===== src/rtl/cordic_pkg.sv =====
// Shared types and constants for the CORDIC request scheduler.
package cordic_pkg;

    localparam int unsigned DATA_W   = 16;
    localparam int unsigned SN_W     = 4;
    localparam int unsigned ID_W_MAX = 3;

    localparam logic [DATA_W-1:0] X_INIT_DEF  = 16'h2000;
    localparam logic [DATA_W-1:0] Y_INIT_DEF  = 16'h0000;
    localparam logic [SN_W-1:0]   SN_INIT_DEF = 4'd0;

    typedef enum logic [1:0] {
        IDLE  = 2'd0,
        RUN   = 2'd1,
        DRAIN = 2'd2
    } sched_state_t;

    typedef struct packed {
        logic [ID_W_MAX-1:0] id;
        logic [DATA_W-1:0]   cosh;
        logic [DATA_W-1:0]   sinh;
    } res_t;

endpackage


===== src/rtl/cordic_res_fifo.sv =====
// Result FIFO with occupancy count and show-ahead read of the head entry.
module cordic_res_fifo
    import cordic_pkg::*;
#(
    parameter int unsigned DEPTH = 16
) (
    input  logic clk,
    input  logic reset,
    input  logic wr_en,
    input  res_t wr_data,
    input  logic rd_en,
    output res_t rd_data,
    output logic empty,
    output logic full
);

    localparam int unsigned PTR_W = (DEPTH > 1) ? $clog2(DEPTH) : 1;
    localparam int unsigned CNT_W = $clog2(DEPTH + 1);

    res_t             mem [DEPTH];
    logic [PTR_W-1:0] wr_ptr;
    logic [PTR_W-1:0] rd_ptr;
    logic [CNT_W-1:0] count;
    logic             push;
    logic             pop;

    assign empty   = (count == '0);
    assign full    = (count == CNT_W'(DEPTH));
    assign push    = wr_en && !full;
    assign pop     = rd_en && !empty;
    assign rd_data = mem[rd_ptr];

    always_ff @(posedge clk) begin
        if (push) begin
            mem[wr_ptr] <= wr_data;
        end
    end

    // Pointers wrap at DEPTH so non power-of-two depths also work.
    always_ff @(posedge clk or posedge reset) begin
        if (reset) begin
            wr_ptr <= '0;
            rd_ptr <= '0;
            count  <= '0;
        end else begin
            if (push) begin
                wr_ptr <= (wr_ptr == PTR_W'(DEPTH - 1)) ? '0 : wr_ptr + 1'b1;
            end
            if (pop) begin
                rd_ptr <= (rd_ptr == PTR_W'(DEPTH - 1)) ? '0 : rd_ptr + 1'b1;
            end
            if (push && !pop) begin
                count <= count + 1'b1;
            end else if (pop && !push) begin
                count <= count - 1'b1;
            end
        end
    end

    a_no_overflow: assert property (@(posedge clk) disable iff (reset) !(wr_en && full));

endmodule


===== src/rtl/cordic_req_sched.sv =====
// Round-robin scheduler sharing one pipelined hyperbolic CORDIC datapath between requesters.
// Define CORDIC_SCHED_STATS_EN to add per-requester grant and credit-stall counters.
module cordic_req_sched
    import cordic_pkg::*;
#(
    parameter int unsigned       NUM_REQ   = 4,
    parameter int unsigned       PIPE_LAT  = 10,
    parameter int unsigned       RES_DEPTH = 16,
    parameter logic [DATA_W-1:0] X_INIT    = X_INIT_DEF,
    parameter logic [DATA_W-1:0] Y_INIT    = Y_INIT_DEF,
    parameter logic [SN_W-1:0]   SN_INIT   = SN_INIT_DEF
) (
    input  logic                        clk,
    input  logic                        reset,
    input  logic [NUM_REQ-1:0]          req_valid,
    output logic [NUM_REQ-1:0]          req_ready,
    input  logic [DATA_W*NUM_REQ-1:0]   req_theta,
    input  logic                        flush,
    output logic [DATA_W-1:0]           pipe_x,
    output logic [DATA_W-1:0]           pipe_y,
    output logic [DATA_W-1:0]           pipe_theta,
    output logic [SN_W-1:0]             pipe_sn,
    input  logic [DATA_W-1:0]           pipe_xo,
    input  logic [DATA_W-1:0]           pipe_yo,
    output logic                        res_valid,
    input  logic                        res_ready,
    output logic [$clog2(NUM_REQ)-1:0]  res_id,
    output logic [DATA_W-1:0]           res_cosh,
    output logic [DATA_W-1:0]           res_sinh,
    output logic                        busy,
    output logic                        drained
`ifdef CORDIC_SCHED_STATS_EN
    ,
    output logic [16*NUM_REQ-1:0]       stat_grants,
    output logic [15:0]                 stat_stalls
`endif
);

    localparam int unsigned ID_W   = $clog2(NUM_REQ);
    localparam int unsigned CRED_W = $clog2(RES_DEPTH + 1);

    sched_state_t      state;
    logic [ID_W-1:0]   rr_ptr;
    logic [CRED_W-1:0] credits;
    logic [PIPE_LAT-1:0] tag_v;
    logic [ID_W-1:0]   tag_id [PIPE_LAT];

    logic              gnt_found;
    logic [ID_W-1:0]   gnt_id;
    int unsigned       arb_idx;
    logic              issue;
    logic              pop;
    logic              in_flight;
    logic              fifo_empty;
    logic              fifo_full;
    res_t              fifo_wdata;
    res_t              fifo_rdata;

    assign pipe_x  = X_INIT;
    assign pipe_y  = Y_INIT;
    assign pipe_sn = SN_INIT;

    // First valid requester at or after the round-robin pointer.
    always_comb begin
        gnt_found = 1'b0;
        gnt_id    = '0;
        arb_idx   = 0;
        for (int unsigned i = 0; i < NUM_REQ; i++) begin
            arb_idx = 32'(rr_ptr) + i;
            if (arb_idx >= NUM_REQ) begin
                arb_idx = arb_idx - NUM_REQ;
            end
            if (!gnt_found && req_valid[arb_idx]) begin
                gnt_found = 1'b1;
                gnt_id    = ID_W'(arb_idx);
            end
        end
    end

    assign issue      = (state == RUN) && (credits != '0) && gnt_found;
    assign req_ready  = issue ? (NUM_REQ'(1) << gnt_id) : '0;
    assign pipe_theta = issue ? req_theta[DATA_W*32'(gnt_id) +: DATA_W] : '0;

    assign in_flight = |tag_v;
    assign res_valid = !fifo_empty;
    assign pop       = res_valid && res_ready;
    assign busy      = in_flight || !fifo_empty;
    assign drained   = (state == DRAIN) && !in_flight && fifo_empty;

    always_ff @(posedge clk or posedge reset) begin
        if (reset) begin
            state <= IDLE;
        end else begin
            case (state)
                IDLE:    if (|req_valid && !flush) state <= RUN;
                RUN: begin
                    if (flush) begin
                        state <= DRAIN;
                    end else if (!(|req_valid) && !in_flight && fifo_empty) begin
                        state <= IDLE;
                    end
                end
                DRAIN:   if (!flush && drained) state <= IDLE;
                default: state <= IDLE;
            endcase
        end
    end

    // Credits cover in-flight tags plus buffered results, so the FIFO can never overflow.
    always_ff @(posedge clk or posedge reset) begin
        if (reset) begin
            rr_ptr  <= '0;
            credits <= CRED_W'(RES_DEPTH);
        end else begin
            if (issue) begin
                rr_ptr <= (gnt_id == ID_W'(NUM_REQ - 1)) ? '0 : gnt_id + 1'b1;
            end
            if (issue && !pop) begin
                credits <= credits - 1'b1;
            end else if (pop && !issue) begin
                credits <= credits + 1'b1;
            end
        end
    end

    always_ff @(posedge clk or posedge reset) begin
        if (reset) begin
            tag_v <= '0;
            for (int unsigned i = 0; i < PIPE_LAT; i++) begin
                tag_id[i] <= '0;
            end
        end else begin
            tag_v     <= {tag_v[PIPE_LAT-2:0], issue};
            tag_id[0] <= gnt_id;
            for (int unsigned i = 1; i < PIPE_LAT; i++) begin
                tag_id[i] <= tag_id[i-1];
            end
        end
    end

    assign fifo_wdata.id   = ID_W_MAX'(tag_id[PIPE_LAT-1]);
    assign fifo_wdata.cosh = pipe_xo;
    assign fifo_wdata.sinh = pipe_yo;

    cordic_res_fifo #(
        .DEPTH (RES_DEPTH)
    ) u_res_fifo (
        .clk     (clk),
        .reset   (reset),
        .wr_en   (tag_v[PIPE_LAT-1]),
        .wr_data (fifo_wdata),
        .rd_en   (res_ready),
        .rd_data (fifo_rdata),
        .empty   (fifo_empty),
        .full    (fifo_full)
    );

    assign res_id   = ID_W'(fifo_rdata.id);
    assign res_cosh = fifo_rdata.cosh;
    assign res_sinh = fifo_rdata.sinh;

`ifdef CORDIC_SCHED_STATS_EN
    logic [15:0] grant_cnt [NUM_REQ];
    logic [15:0] stall_cnt;

    always_ff @(posedge clk or posedge reset) begin
        if (reset) begin
            for (int unsigned k = 0; k < NUM_REQ; k++) begin
                grant_cnt[k] <= '0;
            end
            stall_cnt <= '0;
        end else begin
            for (int unsigned k = 0; k < NUM_REQ; k++) begin
                if (issue && (gnt_id == ID_W'(k)) && (grant_cnt[k] != 16'hFFFF)) begin
                    grant_cnt[k] <= grant_cnt[k] + 1'b1;
                end
            end
            if ((state == RUN) && |req_valid && (credits == '0) && (stall_cnt != 16'hFFFF)) begin
                stall_cnt <= stall_cnt + 1'b1;
            end
        end
    end

    for (genvar k = 0; k < NUM_REQ; k++) begin : g_stat
        assign stat_grants[16*k +: 16] = grant_cnt[k];
    end
    assign stat_stalls = stall_cnt;
`endif

endmodule


===== config.mk =====
export PLATFORM = sky130hd
export DESIGN_NAME = cordic_req_sched
export DESIGN_NICKNAME = d
export VERILOG_FILES = /design/src/rtl/cordic_pkg.sv /design/src/rtl/cordic_res_fifo.sv /design/src/rtl/cordic_req_sched.sv
export SDC_FILE = /design/constraint.sdc
export NUM_CORES = 1
export LEC_CHECK = 0
export CAP_MARGIN = 10
export CORE_AREA = 2 2 238 240
export DETAILED_ROUTE_END_ITERATION = 10
export DIE_AREA = 0 0 240 242
export GPL_ROUTABILITY_DRIVEN = 0
export PLACE_DENSITY_LB_ADDON = 0.3
export SYNTH_ARGS = -nofsm -noshare
export SYNTH_HDL_FRONTEND = slang
export SYNTH_HIERARCHICAL = 1
export SYNTH_SLANG_ARGS = --single-unit

===== constraint.sdc =====
create_clock -name clk -period 4.77 [get_ports clk]
set_input_delay 1.1925 -clock clk [delete_from_list [all_inputs] [get_ports clk]]
set_output_delay 1.1925 -clock clk [all_outputs]
set_load 0.02 [all_outputs]

Yosys cells after proc, flatten, opt, wreduce, memory -nomap -nowiden

Memory sizes are Yosys's and may differ from the RTL's.
Cells that the tools add are included.

Add/subtract/negate cells: 14
$lt $le $gt $ge: 8
Equal/unequal tests: 9
Shift-type cells: 2
Muxes and demuxes: 36
Reductions and logical operators: 37

Operators by type and width:

| operator                                                              | count |
|---|---|
| 32-bit by 3-bit < comparator with 1-bit output, second input constant | 4 |
| 32-bit two-way mux                                                    | 4 |
| 64-bit by 7-bit variable part select with 16-bit output               | 1 |
| 5-bit two-way mux                                                     | 4 |
| 2-bit two-way mux                                                     | 9 |
| 1-bit logical AND                                                     | 17 |
| 16-bit two-way mux                                                    | 1 |
| 4-bit two-way mux                                                     | 3 |
| 3-bit by 3-bit subtractor with 4-bit output, second input constant    | 3 |
| 1-bit zero test                                                       | 11 |
| 5-bit by 1-bit adder with 5-bit output, second input constant         | 2 |
| 1-bit two-way mux                                                     | 10 |
| 10-bit OR reduction                                                   | 1 |
| 5-bit by 1-bit subtractor with 5-bit output, second input constant    | 2 |
| 3-bit greater-or-equal comparator, second input constant              | 3 |
| 4-bit by 1-bit adder with 4-bit output, second input constant         | 2 |
| 1-bit binary-select mux with 2-bit select                             | 4 |
| 4-bit equality test, second input constant                            | 2 |
| 2-bit by 2-bit adder with 3-bit output, second input constant         | 2 |
| 2-bit one-hot mux with 3 select lines                                 | 1 |
| 5-bit equality test, second input constant                            | 1 |
| 5-bit zero test                                                       | 1 |
| 5-bit nonzero test                                                    | 1 |
| 2-bit equality test, second input constant                            | 2 |
| other kinds (14)                                                      | 15 |

Register bits after elaboration: 52
RAM bits: 544
Bits of input ports: 104
Output and inout bits: 93
Memories: 1

Memories:

| memory         | depth | bits a word | rd ports | clocked after Yosys merged registers in | write ports | RTL line              | text |
|---|---|---|---|---|---|---|---|
| u_res_fifo.mem | 16    | 34          | 1        | 0                                       | 1           | cordic_res_fifo.sv:20 | `res_t mem [DEPTH];` |

Logic depth before layout (Yosys ltp)

Word-level depth: 19
Mapped depth: 12

Modules after synthesis

Netlist, hierarchy kept.

By module, submodules not included:

| module           | instances | cells an instance | area each (um2) | sequential area each (um2) |
|---|---|---|---|---|
| cordic_res_fifo  | 1         | 1116              | 22253.8         | 17141.4 |
| cordic_req_sched | 1         | 214               | 2414.8          | 977.2 |

Worst setup path after synthesis

No wires, ideal clock.

Kind: reg2reg
From: register u_res_fifo.count[0]
To: memory u_res_fifo/mem[0][0] (netlist bit), enable pin
Setup time: 0.471 ns
Arrival time: 3.388 ns
Data required time: 4.299 ns
Path slack: 0.911 ns
Stages on the path, launching flop included: 6
Buffers on the path: 1
Clock period less this slack: 3.859 ns
Path through: dfrtp_1 > nor4_1 > a21boi_0 > buf_2 > nand2_1 > nor3_1

Cells in the longest elaborated chain, start to end: 5

RTL lines:

| what                                    | RTL line              | text |
|---|---|---|
| start: declaration                      | cordic_res_fifo.sv:23 | `logic [CNT_W-1:0] count;` |
| start signal: assignment                | cordic_res_fifo.sv:53 | `count <= count + 1'b1;` |
| start signal: assignment                | cordic_res_fifo.sv:55 | `count <= count - 1'b1;` |
| 5-bit equality test                     | cordic_res_fifo.sv:28 | `assign full = (count == CNT_W'(DEPTH));` |
| 1-bit zero test                         | cordic_res_fifo.sv:29 | `assign push = wr_en && !full;` |
| 1-bit logical AND                       | cordic_res_fifo.sv:29 |  |
| via u_res_fifo.push                     | cordic_res_fifo.sv:24 | `logic push;` |
| 1-bit two-way mux                       | cordic_res_fifo.sv:34 | `if (push) begin` |
| 1-bit two-way mux (implied by the code) | cordic_res_fifo.sv:35 | `mem[wr_ptr] <= wr_data;` |
| end: declaration                        | cordic_res_fifo.sv:20 |  |

The timed path passes the listed nets, and every way through them passes these cells.

Worst setup path after layout

From: input port req_valid[1]
To: output port pipe_theta[2]

Cells in the longest elaborated chain, start to end: 14

RTL lines:

| what                                                                                                | RTL line                                       | text |
|---|---|---|
| start: declaration                                                                                  | cordic_req_sched.sv:15                         | `input logic [NUM_REQ-1:0] req_valid,` |
| 1-bit binary-select mux with 2-bit select                                                           | cordic_req_sched.sv:73                         | `if (!gnt_found && req_valid[arb_idx]) begin` |
| 1-bit two-way mux (implied by the code)                                                             | cordic_req_sched.sv:73                         |  |
| 1-bit two-way mux                                                                                   | cordic_req_sched.sv:73                         |  |
| 1-bit zero test                                                                                     | cordic_req_sched.sv:73                         |  |
| 1-bit logical AND                                                                                   | cordic_req_sched.sv:73                         |  |
| 1-bit two-way mux                                                                                   | cordic_req_sched.sv:73                         |  |
| 1-bit zero test                                                                                     | cordic_req_sched.sv:73                         |  |
| 1-bit logical AND                                                                                   | cordic_req_sched.sv:73                         |  |
| 1-bit two-way mux                                                                                   | cordic_req_sched.sv:73                         |  |
| 1-bit zero test                                                                                     | cordic_req_sched.sv:73                         |  |
| 1-bit logical AND                                                                                   | cordic_req_sched.sv:73                         |  |
| 2-bit two-way mux / 1-bit two-way mux (equally long branches)                                       | cordic_req_sched.sv:73                         |  |
| 64-bit by 7-bit variable part select with 16-bit output / 1-bit logical AND (equally long branches) | cordic_req_sched.sv:82, cordic_req_sched.sv:80 |  |
| 16-bit two-way mux *                                                                                | cordic_req_sched.sv:82                         | `assign pipe_theta = issue ? req_theta[DATA_W*32'(gnt_id) +: DATA_W] : '0;` |
| end: declaration                                                                                    | cordic_req_sched.sv:21                         | `output logic [DATA_W-1:0] pipe_theta,` |

Every way passes the cells marked *; elsewhere a longest branch is shown, timed or not. The select of a mux whose other input is x is not followed.

==> impl_metrics.json <==
{
  "viasPerCell": 5.410,
  "cp_slowest_stage_delay_ns": 0.63,
  "via_count": 12450,
  "fin_skew_ns": 0.01688,
  "antenna_found_initial": 1,
  "path_delay_family": "buffers and inverters",
  "cp-end-kind": "output port",
  "die_w_um": 240,
  "placed_cells": 2187,
  "grt_max_degree": 53,
  "total_power_mw": 16.54,
  "area_growth_syn_to_layout_pct": 18.60,
  "ff2ff_setup_slack_ns": 1.17,
  "avgRoutedWirePerCell_um": 22.40,
  "placed_area_mm2": 0.02657,
  "postSynthAreaPerCell_um2": 18.48,
  "cp.required_ns": 3.58,
  "hold_class": "flop to flop",
  "setup_tns_ns": 0,
  "dp_hpwl_um": 30130,
  "cts_buffers": 58,
  "cts.sink_count": 596,
  "maxCapViolations": 0,
  "drt_iter0_drc": 882,
  "io_buffers": 160,
  "netlist_instances": 1302,
  "place_ws_ns": 0.004537,
  "drive_gt1_frac": 0.1676,
  "grt_pass1_vias": 12840,
  "final_common_cell": "edfxtp_1",
  "slew_headroom": 0.2361,
  "critical_path_class": "input port to output port",
  "design_area_mm2": 0.02854,
  "start_util": 0.4318,
  "ys_warn_count": 6,
  "dieArea_mm2": 0.05808,
  "row_count": 87,
  "drc_errors": 0,
  "dr.pass1.iters": 4,
  "period_minus_slack_ns": 4.683,
  "finalNonFillerCells": 2301,
  "fin_crit_sh": 0.9818,
  "n_antenna_cell": 0,
  "syn_area_mm2": 0.02407,
  "grt_use_total": 0.1783,
  "crit_arrival_ns": 3.49,
  "io_pins": 197,
  "worstHoldStart": "tag_id[3]$_DFF_PP0_",
  "cts-root-buf": "clkbuf_16",
  "cts_tree": "built",
  "nets": 1618,
  "cts_max_level": 2,
  "r2r-start": "u_res_fifo/count[0]$_DFFE_PP0P_",
  "cts_max_path_buffers": 3,
  "cpMostUsedCell": "clkdlybuf4s50_1",
  "setup_ws_ns": 0.08659,
  "grt_pass1_wl_um": 77940,
  "routed_wl_um": 51540,
  "cpMaxStageDelayCell": "clkdlybuf4s50_1",
  "final-setup-viol-count": 0,
  "finalMaxSlewViolations": 0,
  "worstMarginPinSlew_ns": 1.143,
  "power.density_mw_per_mm2": 579.4,
  "cts.clk_slew.worst_paths_ns": 0.06,
  "status": "finished clean",
  "final_cell_mix": "edfxtp_1 (544), mux2i_1 (170), clkdlybuf4s50_1 (160), a22oi_1 (102), mux4_2 (65)",
  "core_mm2": 0.05573,
  "crit_start": "req_valid[1]",
  "die_h_um": 242,
  "critPathMaxFanout": 16,
  "cp-start-kind": "input port",
  "overflow": 0,
  "postRouteAntennaNets": 0,
  "path_cells": "clkdlybuf4s50_1 -> nor4_1 -> a211oi_2 -> or3b_1 -> buf_12 -> o22ai_1 -> clkdlybuf4s50_1",
  "clock_latency_ns": 0.61,
  "leakage_nw": 9.875,
  "postLayoutCoreUtil": 0.5121,
  "vdd_ir_drop_max_v": 0.0002984,
  "max_freq_mhz": 213.5,
  "hold_viol": 0,
  "timing.critical_path.buf_inv": 3,
  "whs_ns": 0.3446
}
## final timing paths
kind	endpoint	cells after the start
min in group asynchronous	tag_id[18]$_DFF_PP0_	2
max reg2reg	u_res_fifo/mem[4][19]$_DFFE_PP_	5
min reg2reg	fifo_wdata[33]$_DFF_PP0_	0
max in group asynchronous	tag_id[3]$_DFF_PP0_	3
min	fifo_wdata[33]$_DFF_PP0_	0
max	pipe_theta[2]	7
## area by class of cell
type / instances / area, µm²
multi-input cells: 613 / 5846
clock inverters: 43 / 329.1
inverters: 16 / 60.06
clock buffers: 67 / 1612
fillers: 4598 / 27190
flip-flops and latches: 596 / 17650
repair buffers: 210 / 2102
well taps: 756 / 945.9
## power by group
part	internal (mW)	total, mW	leakage, nW	switching [mW]
Sequential	6.19	6.56	5.52	0.365
Clock	2.64	4.56	0.964	1.93
Combinational	2.44	5.41	3.39	2.98
Total	11.3	16.5	9.87	5.27
## repair_timing
| item | 4_1_cts | 5_1_grt |
|---|---|---|
| setup buffers | 0 | 4 |
| endpoints found under the setup margin | 0 | 16 |
| resized for setup | 0 | 1 |
| hold buffers | 0 | 0 |
## routing by layer
layer | vias up | global-route usage | routed length, µm | part of all wire
met5 | - | 0 | 13 | 0.00025
met4 | 2 | 0.03982 | 965 | 0.019
met3 | 67 | 0.04079 | 2981 | 0.058
met2 | 346 | 0.3013 | 25640 | 0.50
met1 | 6521 | 0.2353 | 21940 | 0.43
li1 | 5512 | - | - | -
## state kept, by name, indices dropped and copies added, names as in the netlist, 4 cells and up
register           flops
u_res_fifo/count       5
tag_v                 10
u_res_fifo/mem       544
credits                5
tag_id                18
u_res_fifo/wr_ptr      4
u_res_fifo/rd_ptr      4
No activity file was read; power rests on OpenSTA's default activity.
